<file path="src/rtl/instr_fetch_if.sv">
// Fetch-unit bus: instruction-memory request/ready port plus the
// instruction valid/ack port towards the decoder/datapath.
interface instr_fetch_if;
  localparam int unsigned XLEN = 32;

  logic            imem_req;
  logic [XLEN-1:0] imem_addr;
  logic            imem_ready;
  logic [XLEN-1:0] imem_rdata;
  logic            instr_valid;
  logic [XLEN-1:0] instruction;
  logic [XLEN-1:0] pc_out;
  logic            instr_ack;
  logic            branch_taken;
  logic            halted;
  logic [XLEN-1:0] retired_count;

  modport master (
    output imem_req, imem_addr,
    input  imem_ready, imem_rdata,
    output instr_valid, instruction, pc_out,
    input  instr_ack, branch_taken,
    output halted, retired_count
  );

  modport slave (
    input  imem_req, imem_addr,
    output imem_ready, imem_rdata,
    input  instr_valid, instruction, pc_out,
    output instr_ack, branch_taken,
    input  halted, retired_count
  );
endinterface

</file>
<file path="src/rtl/instr_fetch.sv">
// Instruction fetch unit: owns the PC, fetches over request/ready, issues
// over valid/ack and resolves sequential, j, taken beq and halt flow.
module instr_fetch #(
  parameter logic [31:0] RESET_PC = 32'h0000_0000
) (
  input  logic          clk,
  input  logic          reset,
  instr_fetch_if.master bus
);
  localparam int unsigned XLEN = 32;
  localparam logic [5:0]  OP_J    = 6'h02;
  localparam logic [5:0]  OP_BEQ  = 6'h04;
  localparam logic [5:0]  OP_HALT = 6'h3f;

  typedef enum logic [1:0] {IDLE, FETCH, ISSUE, HALT} state_e;

  state_e          state_q, state_d;
  logic [XLEN-1:0] pc_q, pc_d;
  logic            req_q, req_d;
  logic            valid_q, valid_d;
  logic [XLEN-1:0] instr_q, instr_d;
  logic [XLEN-1:0] pc_out_q, pc_out_d;
  logic            halted_q, halted_d;
  logic [XLEN-1:0] cnt_q, cnt_d;

  logic [XLEN-1:0] pc4;
  logic [XLEN-1:0] jump_target;
  logic [XLEN-1:0] branch_off;
  logic [XLEN-1:0] branch_target;
  logic [5:0]      opcode;

  // Redirect targets are relative to the issued instruction's own address.
  assign opcode        = instr_q[31:26];
  assign pc4           = pc_out_q + XLEN'(4);
  assign jump_target   = {pc4[31:28], instr_q[25:0], 2'b00};
  assign branch_off    = {{14{instr_q[15]}}, instr_q[15:0], 2'b00};
  assign branch_target = pc4 + branch_off;

  always_ff @(posedge clk) begin
    if (reset) begin
      state_q  <= IDLE;
      pc_q     <= RESET_PC;
      req_q    <= 1'b0;
      valid_q  <= 1'b0;
      instr_q  <= '0;
      pc_out_q <= '0;
      halted_q <= 1'b0;
      cnt_q    <= '0;
    end else begin
      state_q  <= state_d;
      pc_q     <= pc_d;
      req_q    <= req_d;
      valid_q  <= valid_d;
      instr_q  <= instr_d;
      pc_out_q <= pc_out_d;
      halted_q <= halted_d;
      cnt_q    <= cnt_d;
    end
  end

  always_comb begin
    state_d  = state_q;
    pc_d     = pc_q;
    req_d    = req_q;
    valid_d  = valid_q;
    instr_d  = instr_q;
    pc_out_d = pc_out_q;
    halted_d = halted_q;
    cnt_d    = cnt_q;
    unique case (state_q)
      IDLE: begin
        state_d = FETCH;
        req_d   = 1'b1;
      end
      FETCH: begin
        if (bus.imem_ready) begin
          instr_d  = bus.imem_rdata;
          pc_out_d = pc_q;
          valid_d  = 1'b1;
          req_d    = 1'b0;
          state_d  = ISSUE;
        end
      end
      ISSUE: begin
        if (bus.instr_ack) begin
          cnt_d   = cnt_q + XLEN'(1);
          valid_d = 1'b0;
          if (opcode == OP_HALT) begin
            halted_d = 1'b1;
            state_d  = HALT;
          end else begin
            req_d   = 1'b1;
            state_d = FETCH;
            if (opcode == OP_J) begin
              pc_d = jump_target;
            end else if (opcode == OP_BEQ && bus.branch_taken) begin
              pc_d = branch_target;
            end else begin
              pc_d = pc4;
            end
          end
        end
      end
      HALT: begin
      end
      default: state_d = IDLE;
    endcase
  end

  assign bus.imem_req      = req_q;
  assign bus.imem_addr     = pc_q;
  assign bus.instr_valid   = valid_q;
  assign bus.instruction   = instr_q;
  assign bus.pc_out        = pc_out_q;
  assign bus.halted        = halted_q;
  assign bus.retired_count = cnt_q;
endmodule

</file>
<file path="src/flat_wrapper.sv">
// flat-port wrapper written by rule: the top's interface ports become plain ports
module instr_fetch_flat 
#(
  parameter logic [31:0] RESET_PC = 32'h0000_0000
)
  (clk, reset, bus_imem_req, bus_imem_addr, bus_imem_ready, bus_imem_rdata, bus_instr_valid, bus_instruction, bus_pc_out, bus_instr_ack, bus_branch_taken, bus_halted, bus_retired_count);
  instr_fetch_if bus_i ();
  input  logic clk;
  input  logic reset;
  output wire logic [$bits(bus_i.imem_req)-1:0] bus_imem_req;
  output wire logic [$bits(bus_i.imem_addr)-1:0] bus_imem_addr;
  input wire logic [$bits(bus_i.imem_ready)-1:0] bus_imem_ready;
  input wire logic [$bits(bus_i.imem_rdata)-1:0] bus_imem_rdata;
  output wire logic [$bits(bus_i.instr_valid)-1:0] bus_instr_valid;
  output wire logic [$bits(bus_i.instruction)-1:0] bus_instruction;
  output wire logic [$bits(bus_i.pc_out)-1:0] bus_pc_out;
  input wire logic [$bits(bus_i.instr_ack)-1:0] bus_instr_ack;
  input wire logic [$bits(bus_i.branch_taken)-1:0] bus_branch_taken;
  output wire logic [$bits(bus_i.halted)-1:0] bus_halted;
  output wire logic [$bits(bus_i.retired_count)-1:0] bus_retired_count;
  assign bus_imem_req = bus_i.imem_req;
  assign bus_imem_addr = bus_i.imem_addr;
  assign bus_i.imem_ready = bus_imem_ready;
  assign bus_i.imem_rdata = bus_imem_rdata;
  assign bus_instr_valid = bus_i.instr_valid;
  assign bus_instruction = bus_i.instruction;
  assign bus_pc_out = bus_i.pc_out;
  assign bus_i.instr_ack = bus_instr_ack;
  assign bus_i.branch_taken = bus_branch_taken;
  assign bus_halted = bus_i.halted;
  assign bus_retired_count = bus_i.retired_count;
  instr_fetch #(.RESET_PC(RESET_PC)) u_core (.clk(clk), .reset(reset), .bus(bus_i));
endmodule
</file>
<file path="config.mk">
export PLATFORM = sky130hd
export DESIGN_NAME = instr_fetch_flat
export DESIGN_NICKNAME = d
export VERILOG_FILES = /design/src/rtl/instr_fetch_if.sv /design/src/rtl/instr_fetch.sv /design/src/flat_wrapper.sv
export SDC_FILE = /design/constraint.sdc
export NUM_CORES = 1
export LEC_CHECK = 0
export BUFFER_PORTS_ARGS = -buffer_cell sky130_fd_sc_hd__buf_2
export CAP_MARGIN = 0
export CORE_MARGIN = 2
export CORE_UTILIZATION = 35
export DETAILED_ROUTE_END_ITERATION = 8
export SYNTH_ARGS = -nofsm -noshare
export SYNTH_HDL_FRONTEND = slang
export SYNTH_SLANG_ARGS = --single-unit
</file>
<file path="constraint.sdc">
create_clock -name clk -period 4.1 [get_ports clk]
set_clock_uncertainty 0.2 [all_clocks]
set_input_delay 1.025 -clock clk [delete_from_list [all_inputs] [get_ports clk]]
set_output_delay 1.025 -clock clk [all_outputs]
set_load 0.01 [all_outputs]
</file>
==> results.json <==
{
  "hold_viol": 0,
  "slew_headroom": 0.481,
  "portBuffers": 167,
  "grt_pass1_wl_mm": 36.9,
  "hpwlAfterDp_mm": 17.3,
  "start_kind": "register",
  "drv_slew": 0,
  "syn_area_mm2": 0.00757,
  "core-area_mm2": 0.0211,
  "worst_slack_ns": 0.262,
  "clock-sinks": 133,
  "min_path_cells": 2,
  "cts_tree": "yes",
  "drtIter0Drc": 452,
  "drtAntennaViolNets": 0,
  "final_cell_mix": "nand2_1, buf_2, dfxtp_1",
  "reg2reg_depth": 15,
  "avgSynthCellArea_um2": 7.84,
  "vias": 7379,
  "nets": 1205,
  "drv_cap": 0,
  "slowest_delay_ns": 0.42,
  "rsz0062_at_grt": "false",
  "crit_buf_inv": 0,
  "post-route-drc-count": 0,
  "setup_viol": 0,
  "crit_cells": 15,
  "end_kind": "register",
  "place_ws_ns": 0.187,
  "die_h_um": 151,
  "yosys_warnings": 0,
  "cts-buffers-inserted": 17,
  "min_to": "u_core.bus.halted",
  "routed_wl_mm": 23.2,
  "r2r_end": "u_core.bus.imem_addr[31]",
  "final_cells": 1414,
  "cts_root_buffer": "clkbuf_16",
  "multi_input_area_mm2": 0.00460,
  "grtUsageMet1": 0.270,
  "cp_top_family": "simple AND/OR/NAND/NOR gates",
  "status": "complete, no violations",
  "initial_core_util": 0.359,
  "drt-wirelength-per-cell_um": 16.4,
  "rows": 53,
  "path_clk_slew_ns": 0.06,
  "top_usage_layer": "met2",
  "worst_skew_pair.late_latency_ns": 0.41,
  "finalInstanceArea_mm2": 0.00927,
  "tns_ns": 0,
  "synth_cell_types": 64,
  "vias_per_cell": 5.22,
  "crit_fanout": 9,
  "ctsLongestPathBuffers": 2,
  "synth-seq-area-share": 0.352,
  "syn_nets": 1045,
  "routabilityCongestion": 0.918,
  "crit_slowest_cell": "dfxtp_1",
  "grt_use_total": 0.207,
  "p_per_area_mw_per_mm2": 415,
  "vdd_drop_max_v": 0.000279,
  "grt_use_met2": 0.338,
  "post_cts.repair.setup_buffers": 0,
  "layout_commonest_cell": "nand2_1",
  "min_period_ns": 3.84,
  "place_area_mm2": 0.00867,
  "hold_path.class": "reg -> reg",
  "ys.flop_type": "dfxtp_1",
  "syn_to_final_growth_pct": 22.5,
  "worstPathArrival_ns": 3.97,
  "final_util": 0.439,
  "max_freq_mhz": 261,
  "fillers": 2173,
  "reg2reg_slack_ns": 0.26,
  "ioPinCount": 168,
  "crit_required_ns": 4.24,
  "synthArstFlopShare": 0,
  "htree_levels": 4,
  "use_met3": 0.0449,
  "first_pass_iters": 4,
  "fp.dieArea_mm2": 0.0228,
  "critical_path_class": "reg -> reg",
  "crit_chain": "and4_2 > nand2_1 > and2b_1 > nand3_1 > xnor2_1 > ha_1 > a21o_1 > a21oi_1 > o21ai_0 > and2_1 > nand4b_1 > a31oi_1 > xnor2_1 > a21oi_1 > nor3_1",
  "tightest_slew_ns": 0.776,
  "min_period_over_period": 0.936,
  "die_w_um": 151,
  "grt_pass1_vias": 7007,
  "antenna_found_initial": 1,
  "drive_gt1_frac": 0.214,
  "grt_overflow": 0,
  "synth_edf_count": 0,
  "leakagePower_uw": 0.00404,
  "synthCells": 965,
  "reg2reg_from": "u_core.bus.pc_out[5]",
  "hp-start": "u_core.bus.halted",
  "holdBufCountCts": 0,
  "ys_seq_elements": 133,
  "place_inst": 1381,
  "grt_start_max_net_pins": 64,
  "seqCellArea_mm2": 0.00266
}
## cell families after synthesis
logic type,after synthesis,synth area share
xor gates and xnor gates,78,0.0903
buffers and inverters,64,0.0408
adders and majority gates,43,0.0721
and+or+nand+nor,395,0.238
DFF,133,0.352
AOI/OAI and AO/OA,252,0.207
## flip-flops by register name, indices dropped and copies added, names as in the netlist
name                      cells
u_core.bus.imem_req           1
u_core.bus.imem_addr         32
u_core.bus.pc_out            32
u_core.bus.instruction       32
u_core.bus.halted             1
u_core.state_q                2
u_core.bus.retired_count     32
u_core.bus.instr_valid        1
## tightest hold or removal path, delay by kind of cell (launching register included)
| kind | cells | cell delay (ns) |
|---|---|---|
| compound gates | 1 | 0.04 |
| flops | 1 | 0.32 |
| simple gates | 1 | 0.07 |
## where the power goes
part	switching [uW]	internal (uW)	total [uW]
combinational	550	284	833
clock	568	957	1530
sequential	103	1380	1480
total	1220	2620	3840
## synthesized netlist by cell type, types with 4 or more instances
cell type / number / area, um2
a21o_1: 13 / 97.6
buf_1: 4 / 15.0
nor2_1: 71 / 267
dfxtp_1: 133 / 2660
o21ai_0: 27 / 135
xnor2_1: 43 / 377
nand2_1: 201 / 754
o21bai_1: 6 / 45.0
a22o_1: 7 / 61.3
a31oi_1: 8 / 50.1
nor3_1: 13 / 65.1
nand4_1: 12 / 75.1
a211oi_1: 10 / 75.1
inv_1: 15 / 56.3
o221ai_1: 6 / 52.6
ha_1: 42 / 526
or3_1: 5 / 31.3
a21oi_1: 119 / 596
buf_6: 6 / 67.6
and3_1: 18 / 113
clkbuf_1: 32 / 120
a311oi_1: 7 / 61.3
xor2_1: 35 / 307
and2_1: 6 / 37.5
nand3_1: 41 / 205
o22ai_1: 10 / 62.6
o211ai_1: 20 / 150
## layer usage
layer  part of all wire  vias up
met2               0.47      181
met4              0.024        0
met5                  0        -
li1                   -     3713
met1               0.46     3452
met3              0.051       33
## per-stage QoR
stage | hold WS (ns) | total power, uW
finish | 0.263 | 3840
global route | 0.286 | 4050
CTS | 0.269 | 3880
detailed placement | 0.257 | 2350
global placement | 0.250 | 2350
floorplan | 0.286 | 2050
## area by class of cell
| cell class | instances | share of cell area |
|---|---|---|
| inverters | 15 | 0.00608 |
| multi-input cells | 768 | 0.496 |
| diodes | 1 | 0.000270 |
| well taps | 275 | 0.0371 |
| clock inverters | 8 | 0.0105 |
| flip-flops and latches | 133 | 0.287 |
| clock buffers | 24 | 0.0531 |
| repair buffers | 190 | 0.109 |
## how the worst max path moves through the flow
stage	start	endpoint	slack, ns
6_report	u_core.bus.pc_out[5]	u_core.bus.imem_addr[31]	0.26
5_1_grt	u_core.bus.pc_out[5]	u_core.bus.imem_addr[31]	0.02
4_1_cts	u_core.bus.pc_out[5]	u_core.bus.imem_addr[28]	0.15
3_5_place_dp	u_core.bus.pc_out[5]	u_core.bus.imem_addr[28]	0.19
3_3_place_gp	u_core.bus.pc_out[5]	u_core.bus.imem_addr[28]	0.20
2_1_floorplan	u_core.bus.pc_out[8]	u_core.bus.imem_addr[31]	0.64
## what timing repair did
| action | in CTS | in global routing |
|---|---|---|
| setup endpoints to repair | 0 | 5 |
| hold endpoints to repair | 0 | 0 |
| resized for setup | 0 | 2 |
(Power assumes the default switching activity.)
